<file path="src/rtl/alu_pkg.sv">
// alu_pkg: definitions shared by the datapath ALU and its board front-end.
// Contents: default opcode width, ALU opcodes, flag vector width and bit
// positions, and the chunk-select code that requests result chaining.
package alu_pkg;

  localparam int OP_W = 8;

  localparam logic [OP_W-1:0] OP_ADD  = 8'h00;
  localparam logic [OP_W-1:0] OP_SUB  = 8'h01;
  localparam logic [OP_W-1:0] OP_AND  = 8'h02;
  localparam logic [OP_W-1:0] OP_OR   = 8'h03;
  localparam logic [OP_W-1:0] OP_XOR  = 8'h04;
  localparam logic [OP_W-1:0] OP_SHL  = 8'h05;
  localparam logic [OP_W-1:0] OP_SHR  = 8'h06;
  localparam logic [OP_W-1:0] OP_PASS = 8'h07;

  localparam int FLAG_W = 5;
  localparam int FLAG_C = 0;  // carry / borrow
  localparam int FLAG_Z = 1;  // zero
  localparam int FLAG_N = 2;  // negative
  localparam int FLAG_V = 3;  // signed overflow
  localparam int FLAG_P = 4;  // parity

  localparam int SEL_W = 2;
  localparam logic [SEL_W-1:0] SEL_RESULT = 2'b11;

  // Number of byte chunks that make up an operand of width w.
  function automatic int num_bytes(input int w);
    return w / 8;
  endfunction

endpackage

</file>
<file path="src/rtl/alu_board_ctrl_button_cond.sv">
// button_cond: conditions one raw push-button into a single-cycle press pulse.
// A 2-FF synchronizer feeds an optional counter debouncer, followed by a
// rising-edge detector on the (debounced) level.
// Ports: clk, rst_n (async active-low), raw (asynchronous button),
//        pulse (one clk cycle high per recognised press).
// Parameters: DEB_EN selects the debouncer, DEB_CYCLES is the number of
//             consecutive differing samples needed to flip the level.
module button_cond #(
  parameter bit DEB_EN     = 1'b0,
  parameter int DEB_CYCLES = 250000
) (
  input  logic clk,
  input  logic rst_n,
  input  logic raw,
  output logic pulse
);

  logic sync1, sync2;
  logic level, level_q;

  always_ff @(posedge clk or negedge rst_n) begin
    if (!rst_n) begin
      sync1 <= 1'b0;
      sync2 <= 1'b0;
    end else begin
      sync1 <= raw;
      sync2 <= sync1;
    end
  end

  generate
    if (DEB_EN) begin : g_deb
      localparam int CW = (DEB_CYCLES > 2) ? $clog2(DEB_CYCLES) : 1;
      logic [CW-1:0] cnt;
      logic          deb;

      // Count consecutive samples that disagree with the current level;
      // any agreeing sample restarts the count.
      always_ff @(posedge clk or negedge rst_n) begin
        if (!rst_n) begin
          cnt <= '0;
          deb <= 1'b0;
        end else if (sync2 != deb) begin
          if (cnt == CW'(DEB_CYCLES - 1)) begin
            deb <= sync2;
            cnt <= '0;
          end else begin
            cnt <= cnt + 1'b1;
          end
        end else begin
          cnt <= '0;
        end
      end

      assign level = deb;
    end else begin : g_nodeb
      assign level = sync2;
    end
  endgenerate

  always_ff @(posedge clk or negedge rst_n) begin
    if (!rst_n) level_q <= 1'b0;
    else        level_q <= level;
  end

  // Combinational so the load lands one edge after the level rises.
  assign pulse = level & ~level_q;

endmodule

</file>
<file path="src/rtl/hexTo7Seg.sv">
// hexTo7Seg: one hex nibble to an active-high seven-segment pattern.
// Ports: hex (4-bit nibble in), seg (7-bit pattern out, bit order gfedcba).
module hexTo7Seg (
  input  logic [3:0] hex,
  output logic [6:0] seg
);

  always_comb begin
    seg = 7'h00;
    case (hex)
      4'h0: seg = 7'h3F;
      4'h1: seg = 7'h06;
      4'h2: seg = 7'h5B;
      4'h3: seg = 7'h4F;
      4'h4: seg = 7'h66;
      4'h5: seg = 7'h6D;
      4'h6: seg = 7'h7D;
      4'h7: seg = 7'h07;
      4'h8: seg = 7'h7F;
      4'h9: seg = 7'h6F;
      4'hA: seg = 7'h77;
      4'hB: seg = 7'h7C;
      4'hC: seg = 7'h39;
      4'hD: seg = 7'h5E;
      4'hE: seg = 7'h79;
      4'hF: seg = 7'h71;
      default: seg = 7'h00;
    endcase
  end

endmodule

</file>
<file path="src/rtl/alu_board_ctrl.sv">
// alu_board_ctrl: board front-end for the datapath ALU.
// Debounces the A/B/Op buttons, assembles operands byte-wise from the slide
// switches, issues registered execute requests and latches result/flags for
// the four seven-segment digits.
// Ports: clk, rst_n (async active-low); A_button, B_button, Op_button, cin,
//        data_in[9:0] (raw board inputs); alu_a, alu_b, alu_op, alu_cin
//        (registered ALU inputs); alu_result, alu_flags (ALU outputs);
//        result, Flags, done (latched outputs); Hex_output_1..4 (digits for
//        result[15:12] .. result[3:0]).
// Build option: define ALU_CTRL_DEBOUNCE_EN to enable the counter debouncer.
module alu_board_ctrl #(
  parameter int DATA_W     = 16,
  parameter int OP_W       = alu_pkg::OP_W,
  parameter int DEB_CYCLES = 250000
) (
  input  logic                      clk,
  input  logic                      rst_n,
  input  logic                      A_button,
  input  logic                      B_button,
  input  logic                      Op_button,
  input  logic                      cin,
  input  logic [9:0]                data_in,
  output logic [DATA_W-1:0]         alu_a,
  output logic [DATA_W-1:0]         alu_b,
  output logic [OP_W-1:0]           alu_op,
  output logic                      alu_cin,
  input  logic [DATA_W-1:0]         alu_result,
  input  logic [alu_pkg::FLAG_W-1:0] alu_flags,
  output logic [DATA_W-1:0]         result,
  output logic [alu_pkg::FLAG_W-1:0] Flags,
  output logic                      done,
  output logic [6:0]                Hex_output_1,
  output logic [6:0]                Hex_output_2,
  output logic [6:0]                Hex_output_3,
  output logic [6:0]                Hex_output_4
);

  import alu_pkg::*;

`ifdef ALU_CTRL_DEBOUNCE_EN
  localparam bit DEB_EN = 1'b1;
`else
  localparam bit DEB_EN = 1'b0;
`endif

  localparam int NB   = num_bytes(DATA_W);
  localparam int OP_CP = (OP_W < 10) ? OP_W : 10;

  logic a_pulse, b_pulse, op_pulse;
  logic cin_s1, cin_s;
  logic [9:0] data_s1, data_s;
  logic [SEL_W-1:0] sel;
  logic [7:0] byte_val;
  logic [OP_W-1:0] op_next;
  logic exec_pend;

  button_cond #(.DEB_EN(DEB_EN), .DEB_CYCLES(DEB_CYCLES)) u_btn_a (
    .clk(clk), .rst_n(rst_n), .raw(A_button), .pulse(a_pulse)
  );
  button_cond #(.DEB_EN(DEB_EN), .DEB_CYCLES(DEB_CYCLES)) u_btn_b (
    .clk(clk), .rst_n(rst_n), .raw(B_button), .pulse(b_pulse)
  );
  button_cond #(.DEB_EN(DEB_EN), .DEB_CYCLES(DEB_CYCLES)) u_btn_op (
    .clk(clk), .rst_n(rst_n), .raw(Op_button), .pulse(op_pulse)
  );

  // Switches get the same two-stage delay as the buttons, so data set up
  // before a press is already settled when the press pulse arrives.
  always_ff @(posedge clk or negedge rst_n) begin
    if (!rst_n) begin
      cin_s1  <= 1'b0;
      cin_s   <= 1'b0;
      data_s1 <= '0;
      data_s  <= '0;
    end else begin
      cin_s1  <= cin;
      cin_s   <= cin_s1;
      data_s1 <= data_in;
      data_s  <= data_s1;
    end
  end

  assign sel      = data_s[9:8];
  assign byte_val = data_s[7:0];

  always_comb begin
    op_next = '0;
    op_next[OP_CP-1:0] = data_s[OP_CP-1:0];
  end

  always_ff @(posedge clk or negedge rst_n) begin
    if (!rst_n) begin
      alu_a     <= '0;
      alu_b     <= '0;
      alu_op    <= '0;
      alu_cin   <= 1'b0;
      result    <= '0;
      Flags     <= '0;
      done      <= 1'b0;
      exec_pend <= 1'b0;
    end else begin
      // A second Op pulse on the execute cycle simply re-arms execute.
      exec_pend <= op_pulse;
      done      <= exec_pend;
      if (exec_pend) begin
        result <= alu_result;
        Flags  <= alu_flags;
      end

      if (a_pulse) begin
        if (sel == SEL_RESULT) begin
          alu_a <= result;
        end else begin
          for (int i = 0; i < NB; i++) begin
            if (sel == SEL_W'(i)) alu_a[i*8 +: 8] <= byte_val;
          end
        end
      end

      if (b_pulse) begin
        if (sel == SEL_RESULT) begin
          alu_b <= result;
        end else begin
          for (int i = 0; i < NB; i++) begin
            if (sel == SEL_W'(i)) alu_b[i*8 +: 8] <= byte_val;
          end
        end
      end

      if (op_pulse) begin
        alu_op  <= op_next;
        alu_cin <= cin_s;
      end
    end
  end

  // Digits always show 16 bits; narrower results are zero-padded on top.
  logic [15:0] result16;
  generate
    if (DATA_W >= 16) begin : g_wide
      assign result16 = result[15:0];
    end else begin : g_narrow
      assign result16 = {8'h00, result[7:0]};
    end
  endgenerate

  hexTo7Seg u_hex1 (.hex(result16[15:12]), .seg(Hex_output_1));
  hexTo7Seg u_hex2 (.hex(result16[11:8]),  .seg(Hex_output_2));
  hexTo7Seg u_hex3 (.hex(result16[7:4]),   .seg(Hex_output_3));
  hexTo7Seg u_hex4 (.hex(result16[3:0]),   .seg(Hex_output_4));

endmodule
</file>
<file path="config.mk">
export PLATFORM = sky130hd
export DESIGN_NAME = alu_board_ctrl
export DESIGN_NICKNAME = d
export VERILOG_FILES = /design/src/rtl/alu_pkg.sv /design/src/rtl/alu_board_ctrl_button_cond.sv /design/src/rtl/hexTo7Seg.sv /design/src/rtl/alu_board_ctrl.sv
export SDC_FILE = /design/constraint.sdc
export NUM_CORES = 1
export LEC_CHECK = 0
export BUFFER_PORTS_ARGS = -buffer_cell sky130_fd_sc_hd__buf_2
export CAP_MARGIN = 20
export CELL_PAD_IN_SITES_DETAIL_PLACEMENT = 1
export CELL_PAD_IN_SITES_GLOBAL_PLACEMENT = 1
export CORE_ASPECT_RATIO = 2
export CORE_MARGIN = 4
export CORE_UTILIZATION = 40
export DETAILED_ROUTE_END_ITERATION = 8
export PLACE_DENSITY = 0.77
export SKIP_CTS_REPAIR_TIMING = 1
export SLEW_MARGIN = 20
export SYNTH_ARGS = -nofsm -noshare
export SYNTH_HDL_FRONTEND = slang
export SYNTH_SLANG_ARGS = --single-unit
</file>
<file path="constraint.sdc">
create_clock -name clk -period 2.4 [get_ports clk]
set_clock_uncertainty 0.15 [all_clocks]
set_input_delay 0.12 -clock clk [delete_from_list [all_inputs] [get_ports clk]]
set_output_delay 0.12 -clock clk [all_outputs]
set_load 0.02 [all_outputs]
</file>
# Word-level counts from Yosys, hierarchy flattened
# Memories as Yosys holds them, arrays and structs flattened.
# Index checks and enable logic that the tools add are counted.
[op_classes] n_eq_ne=2 reduce_logical=7 n_bitwise=6 muxes=3
[ops] operator="16-bit two-way mux" count=1
[ops] operator="8-bit two-way mux" count=2
[ops] operator="2-bit AND reduction" count=4
[ops] operator="2-bit nonzero test" count=2
[ops] operator="1-bit bitwise AND" count=3
[ops] operator="1-bit NOT" count=3
[ops] operator="2-bit by 1-bit == test with 1-bit output, second input constant" count=1
[ops] operator="2-bit == test, second input constant" count=1
[ops] operator="2-bit logical NOT" count=1
[word_totals] romBits=448 out_inout_bits=91 reg_bits=95 word_cells=45 n_memories=4
[mem_list] name="(name not given)" words=16 word_bits=7 read_ports=1 rd_clocked_by_memory_dff=0 wr=0 line_no="hexTo7Seg.sv:10" source="case (hex)"
[mem_list] name="(name not given)" words=16 word_bits=7 read_ports=1 rd_clocked_by_memory_dff=0 wr=0 line_no="hexTo7Seg.sv:10"
[mem_list] name="(name not given)" words=16 word_bits=7 read_ports=1 rd_clocked_by_memory_dff=0 wr=0 line_no="hexTo7Seg.sv:10"
[mem_list] name="(name not given)" words=16 word_bits=7 read_ports=1 rd_clocked_by_memory_dff=0 wr=0 line_no="hexTo7Seg.sv:10"

# Depth between registers and ports, before layout
[depth] word_depth=3 mapped_depth=6 mapped_depth_nobuf=5

# Hierarchy
# From an unflattened synthesis, not the netlist that was laid out.
[unflattened] cells_unflattened=343 hier_area_um2=4598.2
[modules_own_cells] module="alu_board_ctrl" cells_per_inst=199 area_each_um2=3184.3 n_inst=1
[modules_own_cells] module="hexTo7Seg (u_hex2 ...)" cells_per_inst=33 area_each_um2=286.5 n_inst=3
[modules_own_cells] module="hexTo7Seg (u_hex1)" cells_per_inst=33 area_each_um2=287.8 n_inst=1
[modules_own_cells] module="button_cond" cells_per_inst=4 area_each_um2=88.8 n_inst=3

# Worst setup path after synthesis
# No wires, ideal clock.
[synth_path] path_kind="reg2out" start="register result[9]" end="output port Hex_output_2[3]" setup_slack_ns=0.560 path_buffers=0 arrival_ns=1.570 stages_incl_launch_ff=6 required_ns=2.130 path_cell_list="dfrtp_1 inv_1 ha_1 nand2_1 o21a_1 o21ai_0"
[synth_via] elab_chain_len=1
[synth_lines] item="start, declared" line_no="alu_board_ctrl.sv:29" source="output logic [DATA_W-1:0] result,"
[synth_lines] item="start signal, assigned" line_no="alu_board_ctrl.sv:106" source="result <= alu_result;"
[synth_lines] item="memory 16 x 7 bit"
[synth_lines] item="end, declared" line_no="alu_board_ctrl.sv:33" source="output logic [6:0] Hex_output_2,"
# No other way between the ends.

# Final worst setup path
[layout_path] start="register result[12]" end="output port Hex_output_1[3]"
[layout_via] elab_chain_len=1
[layout_lines] item="memory 16 x 7 bit"
[layout_lines] item="end, declared" line_no="alu_board_ctrl.sv:32" source="output logic [6:0] Hex_output_1,"
# No other way between the ends.

==> impl_metrics.tcl <==
set metrics [dict create \
    run_status "complete, no violations" \
    die_area_sq_um 12600 \
    critical_path.n_buffers_inverters 4 \
    worst_min_path_class "primary input to asynchronous set/reset pin" \
    achievable-frequency_ghz 0.451 \
    ys_warn_count 0 \
    ctsLongestPathBuffers 2 \
    synthesis.area_sq_um 4320 \
    syn_avg_cell_area_sq_um 11.8 \
    synth_edf_count 0 \
    antenna_found_initial 0 \
    final_layout_size_suffix_gt1_share_pct 36.6 \
    postRouteAntennaNets 0 \
    synth-seq-area-share_pct 55.0 \
    tightest_slew_ns 0.628 \
    final-max-slew-violation-count 0 \
    placementRows 53 \
    via_per_inst 4.97 \
    setup_repair_after_global_routing_missed_its_margin "false" \
    dieWidth_um 81.5 \
    ff2ff_path_depth 5 \
    finalCoreUtilization_pct 54.7 \
    crit_path_top_delay_cell "dfrtp_1" \
    clk_root_buffer_cell "clkbuf_16" \
    synth_nets 435 \
    ir_drop_mv 0.708 \
    htreeDepth 3 \
    critical_path.top_delay_family "flip-flops" \
    globalRoute.totalOverflow 0 \
    criticalPathCategory "flop to primary output" \
    rr_endpoint "alu_b[13]" \
    clkSinkCount 95 \
    worstSetupStartpointType "flop" \
    timing.final.crit_share_pct 92.4 \
    post-place-cells 618 \
    path_cells "inv_1 > ha_1 > inv_1 > mux4_2 > inv_1 > buf_2" \
    slowest_delay_ns 0.46 \
    core_sq_um 10500 \
    critical-path-top-cell-by-count "inv_1" \
    grt_pass1_wl_mm 18.2 \
    synth_to_layout_area_growth_pct 33.4 \
    routabilityCongestion 0.828 \
    crit-reg2reg-launch "data_s[9]" \
    crit_fanout 6 \
    dp.final_hpwl_mm 8.88 \
    finalWorstPathRequiredPeriod_ns 2.22 \
    ys_types 32 \
    detailedRoute.firstPassIterationCount 4 \
    postSynthRegisterBits 95 \
    tritoncts_clock_tree "yes" \
    start_util_pct 41.0 \
    clock_transition_at_the_register_clock_pins_on_the_worst_setup_and_hold_paths_after_cts_ns 0.06 \
    dieHeight_um 155 \
    fin_tns_setup_ns 0 \
    diodes 0 \
    detail_route.wl_per_cell_um 17.9 \
    required_ns 2.13 \
    grt_util_all_layers_pct 19.4 \
    r2r_slack_ns 0.60 \
    finalNetCount 595 \
    grt_max_degree 51 \
    wl_mm 12.0 \
    cts_inserted_buffers 9 \
    clock_latency_ns 0.34 \
    final-setup-viol-count 0 \
    max_cap_violations 0 \
    max_slew_margin_pct 58.1 \
    grt_pass1_vias 3436 \
    async_reset_ff_share_pct 100 \
    post_synthesis_instance_total 368 \
    synth-main-ff-cell "dfrtp_1" \
    num_io_pins 128 \
    routed-via-count 3330 \
    timing.critical_path.arrival_ns 1.95 \
    finalHoldViolCount 0 \
    numPortBuffers 127 \
    drt_first_iter_violations 115 \
    post_layout_nonfiller_instances 670 \
    sequential_cell_area_sq_um 2380 \
    multi_input_comb_area_sq_um 1800 \
    power_per_cell_area_nw_per_um2 864 \
    leakagePower_uw 0.00276 \
    n_fill_cell 1158 \
    detail_route.drc_violations 0 \
    cp-end-kind "primary output" \
]
-- cell families after synthesis --
family	synth area share (%)
and+or+nand+nor	9.06
xor gates and xnor gates	0.405
AOI/OAI and AO/OA	9.81
adders and majority gates	8.68
DFF	55.0
buffers and inverters	3.50
muxes	13.6
-- synth_stat cells (all sizes together), types with 2 or more instances --
cell | number | area (sq um)
mux2i | 8 | 80.1
nor2b | 8 | 50.1
clkbuf | 12 | 45.0
o21a | 4 | 30.0
mux2 | 43 | 484
xnor2 | 2 | 17.5
nand2 | 43 | 161
o21ai | 45 | 225
nor3b | 2 | 37.5
nand3 | 4 | 20.0
nand3b | 2 | 15.0
nor2 | 9 | 41.3
a211oi | 3 | 22.5
dfrtp | 95 | 2380
nor3 | 2 | 10.0
a221oi | 2 | 17.5
a21oi | 10 | 50.1
nand2b | 6 | 37.5
inv | 17 | 63.8
ha | 30 | 375
or2 | 2 | 12.5
a22oi | 3 | 22.5
buf | 6 | 42.5
a31oi | 5 | 31.3
-- worst max path at each step --
stage	start	to	slack, ns	cells past startpoint
after detailed placement	result[12]	Hex_output_1[3]	0.55	6
after CTS	result[12]	Hex_output_1[3]	0.17	6
after global routing	result[13]	Hex_output_1[3]	0.07	6
after global placement	result[13]	Hex_output_1[3]	0.60	6
final	result[12]	Hex_output_1[3]	0.18	6
after floorplan	result[9]	Hex_output_2[3]	0.56	5
-- cell usage in the layout (no fill, tap or decap), types with 5 or more instances in the layout --
cell / synthesis / layout
dfrtp_1: 95 / 95
dlygate4sd3_1: 0 / 36
nand2_1: 43 / 43
mux2_2: 42 / 42
nor2b_1: 8 / 8
nand2b_1: 6 / 6
o21ai_0: 45 / 45
inv_1: 17 / 17
nor2_1: 8 / 8
a21oi_1: 10 / 10
mux2i_1: 8 / 8
buf_2: 4 / 126
ha_1: 30 / 30
clkbuf_16: 0 / 9
a31oi_1: 5 / 5
-- report_power, final --
part / total (uW) / internal, uW / switching [uW]
Clock: 1510 / 914 / 594
Combinational: 1410 / 552 / 854
Sequential: 2070 / 1830 / 240
-- layout make-up --
class,count,area share (%)
clock inverters,7,1.65
inverters,17,1.11
multi-input cells,238,31.1
well taps,137,2.97
flip-flops and latches,95,41.2
repair buffers,167,18.0
clock buffers,9,3.90
-- routing by layer --
metal / track usage [%] / vias up / wire length (um)
met4: 8.70 / 0 / 410
met2: 35.7 / 92 / 6870
li1: - / 1574 / -
met5: 0 / - / 0
met1: 20.4 / 1640 / 4190
met3: 4.00 / 24 / 496
-- flip-flops by register name, indices dropped and copies added, names as in the netlist, 5 cells and up --
name,count
data_s1,10
result,16
Flags,5
alu_op,8
alu_a,16
data_s,10
alu_b,16
-- metrics by stage --
step / setup slack, ns / area, sq um / hold slack, ns / total power, uW
4_1_cts: 0.172 / 5410 / -0.336 / 5000
5_1_grt: 0.0652 / 5770 / 0.204 / 5280
2_1_floorplan: 0.560 / 4320 / -0.326 / 2900
3_5_place_dp: 0.554 / 5090 / 0.0381 / 3480
3_3_place_gp: 0.604 / 5090 / 0.0255 / 3430
6_report: 0.181 / 5770 / 0.187 / 4980
Power figures use the tool's default switching activity.
